## src/rtl/sdram_arbit_if.sv

```systemverilog
// Command-bus bundle between the SDRAM sub-controllers, the arbiter and the SDRAM pins.
// slave modport is the arbiter view; master modport is the requester/pin-side view.
// Pure wiring, no logic.
interface sdram_arbit_if #(
  parameter int ADDR_W = 12,
  parameter int BANK_W = 2
);
  // init sequencer
  logic              init_end;
  logic [3:0]        init_cmd;
  logic [BANK_W-1:0] init_ba;
  logic [ADDR_W-1:0] init_addr;
  // auto-refresh
  logic              aref_req;
  logic              aref_end;
  logic [3:0]        aref_cmd;
  logic [ADDR_W-1:0] aref_addr;
  logic              aref_en;
  // write
  logic              wr_req;
  logic              wr_end;
  logic [3:0]        wr_cmd;
  logic [BANK_W-1:0] wr_ba;
  logic [ADDR_W-1:0] wr_addr;
  logic              wr_en;
  // read
  logic              rd_req;
  logic              rd_end;
  logic [3:0]        rd_cmd;
  logic [BANK_W-1:0] rd_ba;
  logic [ADDR_W-1:0] rd_addr;
  logic              rd_en;
  // SDRAM command/address pins
  logic              sdram_cke;
  logic              sdram_cs_n;
  logic              sdram_ras_n;
  logic              sdram_cas_n;
  logic              sdram_we_n;
  logic [BANK_W-1:0] sdram_bank;
  logic [ADDR_W-1:0] sdram_addr;

  modport slave (
    input  init_end, init_cmd, init_ba, init_addr,
    input  aref_req, aref_end, aref_cmd, aref_addr,
    input  wr_req, wr_end, wr_cmd, wr_ba, wr_addr,
    input  rd_req, rd_end, rd_cmd, rd_ba, rd_addr,
    output aref_en, wr_en, rd_en,
    output sdram_cke, sdram_cs_n, sdram_ras_n, sdram_cas_n, sdram_we_n,
    output sdram_bank, sdram_addr
  );

  modport master (
    output init_end, init_cmd, init_ba, init_addr,
    output aref_req, aref_end, aref_cmd, aref_addr,
    output wr_req, wr_end, wr_cmd, wr_ba, wr_addr,
    output rd_req, rd_end, rd_cmd, rd_ba, rd_addr,
    input  aref_en, wr_en, rd_en,
    input  sdram_cke, sdram_cs_n, sdram_ras_n, sdram_cas_n, sdram_we_n,
    input  sdram_bank, sdram_addr
  );
endinterface

```

## src/rtl/sdram_arbit.sv

```systemverilog
// SDRAM command-bus arbiter: init pass-through, then one of refresh/write/read owns the pins.
// Latency: grant registered on the edge a request is seen in ARBIT; pins mux combinationally from state.
// Backpressure: requests are levels held until granted; an op ends only on its own *_end pulse.
module sdram_arbit #(
  parameter int RW_ALT = 1,
  parameter int ADDR_W = 12,
  parameter int BANK_W = 2
) (
  input logic          sclk,
  input logic          srst_n,
  sdram_arbit_if.slave bus
);

  typedef enum logic [2:0] {
    S_INIT  = 3'd0,
    S_ARBIT = 3'd1,
    S_AREF  = 3'd2,
    S_WRITE = 3'd3,
    S_READ  = 3'd4
  } state_t;

  localparam logic [3:0] CMD_NOP = 4'b0111;

  state_t state_q, state_d;
  logic   aref_en_q, aref_en_d;
  logic   wr_en_q, wr_en_d;
  logic   rd_en_q, rd_en_d;
  // 1 = write was the last read/write op served; reset to "read" so write wins the first contest
  logic   last_wr_q, last_wr_d;
  logic   pick_wr;

  logic [3:0]        cmd;
  logic [BANK_W-1:0] bank;
  logic [ADDR_W-1:0] addr;

  // Write/read tie-break: alternate when RW_ALT is set, otherwise write always wins
  assign pick_wr = (RW_ALT != 0) ? ~last_wr_q : 1'b1;

  // State, grant and round-robin history registers
  always_ff @(posedge sclk or negedge srst_n) begin
    if (!srst_n) begin
      state_q   <= S_INIT;
      aref_en_q <= 1'b0;
      wr_en_q   <= 1'b0;
      rd_en_q   <= 1'b0;
      last_wr_q <= 1'b0;
    end else begin
      state_q   <= state_d;
      aref_en_q <= aref_en_d;
      wr_en_q   <= wr_en_d;
      rd_en_q   <= rd_en_d;
      last_wr_q <= last_wr_d;
    end
  end

  // Next-state and grant decisions; every op returns through ARBIT so ops are NOP-separated
  always_comb begin
    state_d   = state_q;
    aref_en_d = aref_en_q;
    wr_en_d   = wr_en_q;
    rd_en_d   = rd_en_q;
    last_wr_d = last_wr_q;
    unique case (state_q)
      S_INIT: begin
        if (bus.init_end) state_d = S_ARBIT;
      end
      S_ARBIT: begin
        if (bus.aref_req) begin
          state_d   = S_AREF;
          aref_en_d = 1'b1;
        end else if (bus.wr_req && bus.rd_req) begin
          if (pick_wr) begin
            state_d = S_WRITE;
            wr_en_d = 1'b1;
          end else begin
            state_d = S_READ;
            rd_en_d = 1'b1;
          end
        end else if (bus.wr_req) begin
          state_d = S_WRITE;
          wr_en_d = 1'b1;
        end else if (bus.rd_req) begin
          state_d = S_READ;
          rd_en_d = 1'b1;
        end
      end
      S_AREF: begin
        if (bus.aref_end) begin
          state_d   = S_ARBIT;
          aref_en_d = 1'b0;
        end
      end
      S_WRITE: begin
        if (bus.wr_end) begin
          state_d   = S_ARBIT;
          wr_en_d   = 1'b0;
          last_wr_d = 1'b1;
        end
      end
      S_READ: begin
        if (bus.rd_end) begin
          state_d   = S_ARBIT;
          rd_en_d   = 1'b0;
          last_wr_d = 1'b0;
        end
      end
      default: begin
        state_d   = S_INIT;
        aref_en_d = 1'b0;
        wr_en_d   = 1'b0;
        rd_en_d   = 1'b0;
      end
    endcase
  end

  // Pin mux keyed on the registered owner; ARBIT and refresh drive bank 0
  always_comb begin
    cmd  = CMD_NOP;
    bank = '0;
    addr = '0;
    unique case (state_q)
      S_INIT: begin
        cmd  = bus.init_cmd;
        bank = bus.init_ba;
        addr = bus.init_addr;
      end
      S_AREF: begin
        cmd  = bus.aref_cmd;
        addr = bus.aref_addr;
      end
      S_WRITE: begin
        cmd  = bus.wr_cmd;
        bank = bus.wr_ba;
        addr = bus.wr_addr;
      end
      S_READ: begin
        cmd  = bus.rd_cmd;
        bank = bus.rd_ba;
        addr = bus.rd_addr;
      end
      default: begin
        cmd  = CMD_NOP;
        bank = '0;
        addr = '0;
      end
    endcase
  end

  // Clock enable follows reset directly so it drops the instant reset asserts
  assign bus.sdram_cke = srst_n;
  assign {bus.sdram_cs_n, bus.sdram_ras_n, bus.sdram_cas_n, bus.sdram_we_n} = cmd;
  assign bus.sdram_bank = bank;
  assign bus.sdram_addr = addr;
  assign bus.aref_en    = aref_en_q;
  assign bus.wr_en      = wr_en_q;
  assign bus.rd_en      = rd_en_q;

endmodule
```

## src/flat_wrapper.sv

```systemverilog
// flat-port wrapper written by rule: the top's interface ports become plain ports
module sdram_arbit_flat 
#(
  parameter int RW_ALT = 1,
  parameter int ADDR_W = 12,
  parameter int BANK_W = 2
)
  (sclk, srst_n, bus_init_end, bus_init_cmd, bus_init_ba, bus_init_addr, bus_aref_req, bus_aref_end, bus_aref_cmd, bus_aref_addr, bus_wr_req, bus_wr_end, bus_wr_cmd, bus_wr_ba, bus_wr_addr, bus_rd_req, bus_rd_end, bus_rd_cmd, bus_rd_ba, bus_rd_addr, bus_aref_en, bus_wr_en, bus_rd_en, bus_sdram_cke, bus_sdram_cs_n, bus_sdram_ras_n, bus_sdram_cas_n, bus_sdram_we_n, bus_sdram_bank, bus_sdram_addr);
  sdram_arbit_if #(.ADDR_W(ADDR_W), .BANK_W(BANK_W)) bus_i ();
  input logic sclk;
  input logic srst_n;
  input wire logic [$bits(bus_i.init_end)-1:0] bus_init_end;
  input wire logic [$bits(bus_i.init_cmd)-1:0] bus_init_cmd;
  input wire logic [$bits(bus_i.init_ba)-1:0] bus_init_ba;
  input wire logic [$bits(bus_i.init_addr)-1:0] bus_init_addr;
  input wire logic [$bits(bus_i.aref_req)-1:0] bus_aref_req;
  input wire logic [$bits(bus_i.aref_end)-1:0] bus_aref_end;
  input wire logic [$bits(bus_i.aref_cmd)-1:0] bus_aref_cmd;
  input wire logic [$bits(bus_i.aref_addr)-1:0] bus_aref_addr;
  input wire logic [$bits(bus_i.wr_req)-1:0] bus_wr_req;
  input wire logic [$bits(bus_i.wr_end)-1:0] bus_wr_end;
  input wire logic [$bits(bus_i.wr_cmd)-1:0] bus_wr_cmd;
  input wire logic [$bits(bus_i.wr_ba)-1:0] bus_wr_ba;
  input wire logic [$bits(bus_i.wr_addr)-1:0] bus_wr_addr;
  input wire logic [$bits(bus_i.rd_req)-1:0] bus_rd_req;
  input wire logic [$bits(bus_i.rd_end)-1:0] bus_rd_end;
  input wire logic [$bits(bus_i.rd_cmd)-1:0] bus_rd_cmd;
  input wire logic [$bits(bus_i.rd_ba)-1:0] bus_rd_ba;
  input wire logic [$bits(bus_i.rd_addr)-1:0] bus_rd_addr;
  output wire logic [$bits(bus_i.aref_en)-1:0] bus_aref_en;
  output wire logic [$bits(bus_i.wr_en)-1:0] bus_wr_en;
  output wire logic [$bits(bus_i.rd_en)-1:0] bus_rd_en;
  output wire logic [$bits(bus_i.sdram_cke)-1:0] bus_sdram_cke;
  output wire logic [$bits(bus_i.sdram_cs_n)-1:0] bus_sdram_cs_n;
  output wire logic [$bits(bus_i.sdram_ras_n)-1:0] bus_sdram_ras_n;
  output wire logic [$bits(bus_i.sdram_cas_n)-1:0] bus_sdram_cas_n;
  output wire logic [$bits(bus_i.sdram_we_n)-1:0] bus_sdram_we_n;
  output wire logic [$bits(bus_i.sdram_bank)-1:0] bus_sdram_bank;
  output wire logic [$bits(bus_i.sdram_addr)-1:0] bus_sdram_addr;
  assign bus_i.init_end = bus_init_end;
  assign bus_i.init_cmd = bus_init_cmd;
  assign bus_i.init_ba = bus_init_ba;
  assign bus_i.init_addr = bus_init_addr;
  assign bus_i.aref_req = bus_aref_req;
  assign bus_i.aref_end = bus_aref_end;
  assign bus_i.aref_cmd = bus_aref_cmd;
  assign bus_i.aref_addr = bus_aref_addr;
  assign bus_i.wr_req = bus_wr_req;
  assign bus_i.wr_end = bus_wr_end;
  assign bus_i.wr_cmd = bus_wr_cmd;
  assign bus_i.wr_ba = bus_wr_ba;
  assign bus_i.wr_addr = bus_wr_addr;
  assign bus_i.rd_req = bus_rd_req;
  assign bus_i.rd_end = bus_rd_end;
  assign bus_i.rd_cmd = bus_rd_cmd;
  assign bus_i.rd_ba = bus_rd_ba;
  assign bus_i.rd_addr = bus_rd_addr;
  assign bus_aref_en = bus_i.aref_en;
  assign bus_wr_en = bus_i.wr_en;
  assign bus_rd_en = bus_i.rd_en;
  assign bus_sdram_cke = bus_i.sdram_cke;
  assign bus_sdram_cs_n = bus_i.sdram_cs_n;
  assign bus_sdram_ras_n = bus_i.sdram_ras_n;
  assign bus_sdram_cas_n = bus_i.sdram_cas_n;
  assign bus_sdram_we_n = bus_i.sdram_we_n;
  assign bus_sdram_bank = bus_i.sdram_bank;
  assign bus_sdram_addr = bus_i.sdram_addr;
  sdram_arbit #(.RW_ALT(RW_ALT), .ADDR_W(ADDR_W), .BANK_W(BANK_W)) u_core (.sclk(sclk), .srst_n(srst_n), .bus(bus_i));
endmodule
```

## config.mk

```make
export PLATFORM = sky130hd
export DESIGN_NAME = sdram_arbit_flat
export DESIGN_NICKNAME = d
export VERILOG_FILES = /design/src/rtl/sdram_arbit_if.sv /design/src/rtl/sdram_arbit.sv /design/src/flat_wrapper.sv
export SDC_FILE = /design/constraint.sdc
export NUM_CORES = 1
export LEC_CHECK = 0
export BUFFER_PORTS_ARGS = -buffer_cell sky130_fd_sc_hd__buf_2
export CAP_MARGIN = 30
export CORE_ASPECT_RATIO = 0.8
export CORE_MARGIN = 3
export CORE_UTILIZATION = 32
export CTS_CLUSTER_DIAMETER = 200
export CTS_CLUSTER_SIZE = 25
export DETAILED_ROUTE_END_ITERATION = 7
export GPL_ROUTABILITY_DRIVEN = 0
export HOLD_SLACK_MARGIN = 0.06
export PLACE_DENSITY = 0.76
export SLEW_MARGIN = 20
export SYNTH_ARGS = -nofsm -noshare
export SYNTH_HDL_FRONTEND = slang
export SYNTH_SLANG_ARGS = --single-unit
```

## constraint.sdc

```tcl
create_clock -name sclk -period 1.64 [get_ports sclk]
set_input_delay 0.164 -clock sclk [delete_from_list [all_inputs] [get_ports sclk]]
set_output_delay 0.164 -clock sclk [all_outputs]
set_load 0.01 [all_outputs]
```

==> results of run 1 <==
how the worst min path moves through the flow:
stage / startpoint / end / slack (ps)
floorplan: srst_n / u_core.bus.aref_en / -130
global placement: srst_n / u_core.last_wr_q / 20
detailed placement: srst_n / u_core.bus.rd_en / 10
CTS: bus_rd_end / u_core.state_q[2] / 200
global route: bus_rd_end / u_core.state_q[2] / 210
finish: bus_rd_end / u_core.state_q[2] / 200
metrics by stage:
step	instance area, um2	setup WS, ps	hold WS, ps	cells
floorplan	999.7	100.1	-131.6	144
finish	1693	-4.325	196.8	292
CTS	1667	-1.354	195.8	292
global placement	1595	141.5	16.81	285
global route	1693	-121.4	209.8	292
detailed placement	1595	107.2	14.31	285
metal layers:
metal	GRT usage	vias up
li1	-	744
met1	0.2286	633
met2	0.3088	81
met3	0.03838	6
met4	0.03116	0
met5	0	-
power by group:
part,switching [uW],internal (uW),total (uW)
Clock,74.3,168,242
Sequential,71.6,248,320
Combinational,1010,935,1950
Total,1160,1350,2510
cells by family (layout without fill, tap and decap cells):
kind of cell    count (synthesis)  after routing  share of synthesized area
compound gates                 51             51                     0.3054
flops                           7              7                     0.1752
simple gates                   49             49                     0.2290
buf+inv                        16            126                    0.08009
mux                            21             21                     0.2103
sequential cells by signal, indices dropped and copies added (netlist names):
signal,count
u_core.last_wr_q,1
u_core.bus.aref_en,1
u_core.state_q,3
u_core.bus.rd_en,1
u_core.bus.wr_en,1
cell usage after synthesis, drive strengths merged:
cell type / n
nand2: 22
mux2i: 21
a21oi: 19
o21ai: 19
nor2: 18
buf: 9
dfrtp: 7
inv: 4
a32oi: 3
clkbuf: 3
nor3: 3
nand3b: 2
o2bb2ai: 2
a2111oi: 1
a22o: 1
a32o: 1
nand2b: 1
nor2b: 1
o21a: 1
o221ai: 1
o311ai: 1
o32a: 1
o32ai: 1
or3: 1
or4b: 1
what timing repair did:
action | 4_1_cts | 5_1_grt
gates resized for setup | 5 | 11
endpoints found under the setup margin | 15 | 16
hold endpoints to repair | 7 | 0
pin swaps | 3 | 1
buffers inserted | 1 | 1
cloned | 1 | 0
hold buffers | 1 | 0
area by class of cell:
| type | count | share of cell area |
|---|---|---|
| sequential | 7 | 0.1035 |
| inverter | 4 | 0.008869 |
| tap | 38 | 0.02809 |
| multi-input combinational | 121 | 0.4472 |
| timing repair buffer | 118 | 0.3858 |
| clock buffer | 4 | 0.02661 |
worst max-delay path, cell delays in order, from the launching register on:
cell and delay [ps]:
dfrtp_1 410, buf_6 130, inv_2 40, nor3_4 230, buf_4 180, nand2_1 60
o21ai_0 60, buf_2 150
==> summary.md, run 1 <==
| Metric | Value |
|---|---|
| Crit Reg-Reg Endpoint | u_core.state_q[0] |
| Min cycle time layout | about 1600 ps |
| WL met2 | 1719 um |
| Yosys reg bits | 7 |
| Final Power | between 2000 and 3000 uW |
| Sequential area share after synthesis | 0.1752 |
| Area leader, netlist | mux2i_1 |
| Outcome | finished, violations left |
| Worst skew pair latency | approximately 230 ps |
| Pin count of the biggest net entering global routing | 16 |
| DR iter-0 viols | 55 |
| Worst setup SP type | register |
| Vias | about 1500 |
| Leakage | 0.0009031 uW |
| CP required | approximately 1500 ps |
| Max cap viols | 0 |
| Final slew viol count | 0 |
| Site Rows | 17 |
| Largest cells by area after synthesis | mux2i_1 21%, dfrtp_1 18%, a21oi_1 9.5%, o21ai_0 9.0%, nand2_1 8.3% |
| Htree depth | 1 |
| Vias in the first global route | ~1300 |
| Register area | 175.2 um2 |
| Commonest non-fill, non-tap cells in the layout | 100 x buf_2, 21 x mux2i_1, 21 x nand2_1 |
| Core ar. | between 2000 and 3000 um2 |
| Fin. Hold Viols | 0 |
| Nets@finish | around 330 |
| FMAX | roughly 610 MHz |
| Data arrival, critical path | around 1500 ps |
| Hold Path Class | in2reg |
| Clock sink count | 7 |
| Syn Nets | approximately 220 |
| CTS Buf Count | 3 |
| Die X | 68.49 um |
| Syn_area_per_cell | 6.942 um2 |
| CP endpoint kind | output pin |
| Footprint of the multi-input gates | roughly 760 um2 |
| CTS tree | built |
| CP startpoint | u_core.state_q[1] |
| WHS Path Cells | 2 |
| ANT nets after route | 0 |
| Drt wl/cell | between 10 and 15 um |
| WL met3 | around 450 um |
| I/O Buffers | 100 |
| Synth cell types | 32 |
| ANT cells | 0 |
| Layout cells sized above 1 | 0.5000 |
| Part of the cycle the worst path needs | 1.003 |
| DRT Wirelength | around 3700 um |
| Clk buf depth | 2 |
| Final setup fails | 2 |
| Worst rel slew slack | 0.7362 |
| Most common cell after layout, fill and taps aside | buf_2 |
| Reg clk slew, reported paths | 40 ps |
| Beginning of the worst register-to-register path | u_core.state_q[1] |
| Worst setup path category | reg2out |
| R2R setup slack | 80 ps |
| Final core occ | 0.5895 |
| Final worst slack | -4.325 ps |
| FF-to-FF path depth | 4 |
| Area growth from synthesis to layout | 69.34% |
| M1 WL | between 1500 and 2000 um |
| PD cells | about 1500 nW/um2 |
| Initial antenna violation count | 0 |
| Clock skew | about 4.5 ps |
| Mapped Area | roughly 1000 um2 |
| Ys Warns | 0 |
| Crit Path Max Fanout | 5 |
| First-pass GRT wire length | 5547 um |
| CP endpoint | bus_sdram_addr[0] |
| CTS Root Cell | clkbuf_8 |
| Mapped Cells | between 100 and 150 |
| Initial Utilization | 0.3481 |
| Unrepaired setup endpoints after global routing | yes |
| Io pins | between 100 and 150 |
| Tightest Pin Transition | between 300 and 400 ps |
| Max layer used | met4 |
| Drt pass-1 iters | 4 |
| Violated checks | negative setup slack |
| Die Y | around 56 um |
| Drt via density | 5.014 |
| DRC Markers | 0 |
| Dpl hpwl | roughly 3000 um |
| Global Route Usage Sum | 0.1801 |
| Setup TNS | -7.452 ps |
| Share of the synthesized area in the top cell type | 0.2103 |
| Die area | 3835 um2 |
| # fillers | 289 |
| Maximum VDD drop | 0.0007390 V |
| Total congestion overflow | 0 |
Note: power is estimated with default switching activity, not from simulation.
==> inputs of run 2 (changes only) <==
--- a/config.mk
+++ b/config.mk
@@ -7,15 +7,17 @@
 export LEC_CHECK = 0
 export BUFFER_PORTS_ARGS = -buffer_cell sky130_fd_sc_hd__buf_2
 export CAP_MARGIN = 30
+export CELL_PAD_IN_SITES_DETAIL_PLACEMENT = 1
+export CELL_PAD_IN_SITES_GLOBAL_PLACEMENT = 2
 export CORE_ASPECT_RATIO = 0.8
 export CORE_MARGIN = 3
-export CORE_UTILIZATION = 32
+export CORE_UTILIZATION = 14
 export CTS_CLUSTER_DIAMETER = 200
 export CTS_CLUSTER_SIZE = 25
 export DETAILED_ROUTE_END_ITERATION = 7
 export GPL_ROUTABILITY_DRIVEN = 0
 export HOLD_SLACK_MARGIN = 0.06
-export PLACE_DENSITY = 0.76
+export PLACE_DENSITY_LB_ADDON = 0.1
 export SLEW_MARGIN = 20
 export SYNTH_ARGS = -nofsm -noshare
 export SYNTH_HDL_FRONTEND = slang
==> run 2 against run 1 <==
The run still ends with negative setup slack left. Fmax is 2.6% lower. Worst setup slack worse by 44 ps. First-iteration DRC count grew 27%. Flip-flop and latch count unchanged. Critical endpoint is now u_core.state_q[0]. Largest power group unchanged. Combinational power rose by 15%. Utilization down 30 points. Cell count rose by 18%. Total power up 13%. Die area is 110% higher. Sequential share of layout area shrank 0.95 points. Design area rose by 12%.
==> summary.md, run 2 (synthesis gave the netlist of run 1 again) <==
| Metric | Value |
|---|---|
| Initial Utilization | 0.1506 (-0.1975) |
| Crit path largest cell delay | 570 ps (+160 ps) |
| Slowest-stage cell, CP | or4b_4 |
| Vias | 1488 (+1.6%) |
| Max FFs per register | 3 (unchanged) |
| Clock sink count | 7 (unchanged) |
| Sw Share | 0.4722 (+0.01110) |
| Placed insts | 329 (+15%) |
| Drt via density | 4.326 (-14%) |
| DRT Wirelength | 5348 um (+44%) |
| Setup TNS | -48.90 ps (-41.44 ps) |
| ANT cells | 0 (unchanged) |
| CP required | 1750 ps (+270 ps) |
| Violated checks | negative setup slack |
| Worst skew pair latency | 230 ps (about the same) |
| Layout cells sized above 1 | 0.5462 (+0.04615) |
| Site Rows | 26 (+9) |
| PD cells | 1494 nW/um2 (+0.84%) |
| CTS Root Cell | clkbuf_8 |
| Reg clk slew, reported paths | 40 ps (about the same) |
| Unrepaired setup endpoints after global routing | yes |
| Share of power burned in registers | 0.115 (-0.012) |
| Tightest Pin Transition | 393.6 ps (+7.890 ps) |
| Global Route Usage Sum | 0.1248 (-0.05535) |
| Core ar. | 6636 um2 (+130%) |
| Min cycle time layout | 1688 ps (+44.05 ps) |
| Clock skew | 1.390 ps (-3.141 ps) |
| Die Y | 81.58 um (+46%) |
| Fin. Hold Viols | 0 (unchanged) |
| Hold Path Class | in2reg |
| CTS tree | built |
| CTS Buf Count | 3 (unchanged) |
| Drt wl/cell | 15.55 um (+22%) |
| DRC Markers | 0 (unchanged) |
| Vias in the first global route | 1574 (+20%) |
| Pint | 1491 uW (+10%) |
| Final slew viol count | 0 (unchanged) |
| DR iter-0 viols | 70 (+27%) |
| Htree depth | 1 (unchanged) |
| Outcome | finished, violations left |
| Final core occ | 0.2849 (-0.3047) |
| Drt pass-1 iters | 4 (unchanged) |
| Area growth from synthesis to layout | 89.11% |
| Total congestion overflow | 0 (unchanged) |
| Initial antenna violation count | 0 (unchanged) |
| Dpl hpwl | 4165 um (+42%) |
| Crit path buf inv count | 1 (-3) |
| First-pass GRT wire length | 7976 um (+44%) |
| Worst setup SP type | register |
| Final worst slack | -48.38 ps (-44.05 ps) |
| Clock share of power | 0.087 (-0.010) |
| I/O Buffers | 100 (unchanged) |
| Crit-path cells | buf_4 > or4b_4 > nor3_4 > nor3_2 > o32a_1 |
| Combinational power share | 0.798 (+0.022) |
| Worst rel slew slack | 0.7348 (-0.001383) |
| Net Sw Power | 1334 uW (+15%) |
| Nets@finish | 340 (+1.8%) |
| Finished Cell Area | 1891 um2 (+12%) |
| Most common cell after layout, fill and taps aside | buf_2 |
| Dpl cell area | 1663 um2 (+4.2%) |
| Worst setup path category | reg2reg |
| Final setup fails | 2 (unchanged) |
| Top reg by flops | u_core.state_q |
| ANT nets after route | 0 (unchanged) |
| Die X | 100.5 um (+47%) |
| Maximum VDD drop | 0.0004207 V (-43%) |
| CP endpoint kind | register |
| Commonest non-fill, non-tap cells in the layout | 100 x buf_2, 21 x mux2i_1, 19 x a21oi_1, 19 x nand2_1, 15 x nor2_1 |
| Max cap viols | 0 (unchanged) |
| Io pins | 101 (unchanged) |
| Leakage | 0.0009567 uW (+5.9%) |
| Clk buf depth | 2 (unchanged) |
| Pin count of the biggest net entering global routing | 14 (-2) |
| CP top delay family | simple AND/OR/NAND/NOR gates |
| Die area | 8197 um2 (+110%) |
| Non-filler cells, final | 344 (+18%) |
| Final Power | 2825 uW (+13%) |
| Part of the cycle the worst path needs | 1.029 (+0.02686) |
| Crit Path Max Fanout | 4 (-1) |
| Data arrival, critical path | 1790 ps (+310 ps) |
| FMAX | 592.3 MHz (-2.6%) |
==> run 2: final timing paths <==
kind / start / to / slack (ps) / cells after the start
worst max-delay path: u_core.state_q[1] / u_core.state_q[0] / -50 / 5
worst min-delay path: bus_rd_end / u_core.state_q[2] / 200 / 2
worst max register to register: u_core.state_q[1] / u_core.state_q[0] / -50 / 5
worst min register to register: u_core.bus.aref_en / u_core.bus.aref_en / 550 / 1
max in group asynchronous: srst_n / u_core.state_q[0] / 1130 / 2
min in group asynchronous: srst_n / u_core.last_wr_q / 320 / 2
==> run 2: cell type report <==
cell class	instances	area, um2
repair buffers	124	755.7
clock buffers	4	45.04
multi-input cells	121	789.5
well taps	84	105.1
fillers	861	4746
inverters	4	17.52
flip-flops and latches	7	177.7
==> run 2: power by group through the flow <==
| stage | sequential [uW] | combinational [uW] | clock [uW] |
|---|---|---|---|
| finish | 324 | 2250 | 247 |
| global route | 344 | 2490 | 273 |
| CTS | 323 | 2210 | 258 |
| detailed placement | 330 | 1930 | 0 |
| global placement | 328 | 1940 | 0 |
| floorplan | 301 | 1140 | 0 |
==> run 2: repair_timing <==
action,in CTS,in global routing
hold buffers,1,0
setup endpoints to repair,15,18
pin swaps,3,0
resized for setup,24,17
endpoints found under the hold margin,7,0
gates cloned,3,0
setup buffers,7,0
==> run 2: metrics by stage <==
stage	hold slack [ps]	setup WS, ps
after detailed placement	25.51	65.73
after global placement	32.96	94.52
final	202.0	-48.38
after CTS	195.7	-16.49
after floorplan	-131.6	100.1
after global routing	210.3	-119.2
==> run 2: layer usage <==
| metal | up-vias | GRT usage | share of wire |
|---|---|---|---|
| met3 | 2 | 0.03480 | 0.075 |
| li1 | 757 | - | - |
| met2 | 59 | 0.2063 | 0.47 |
| met1 | 670 | 0.1644 | 0.45 |
| met4 | 0 | 0.02153 | 0.0060 |
| met5 | - | 0 | 0 |
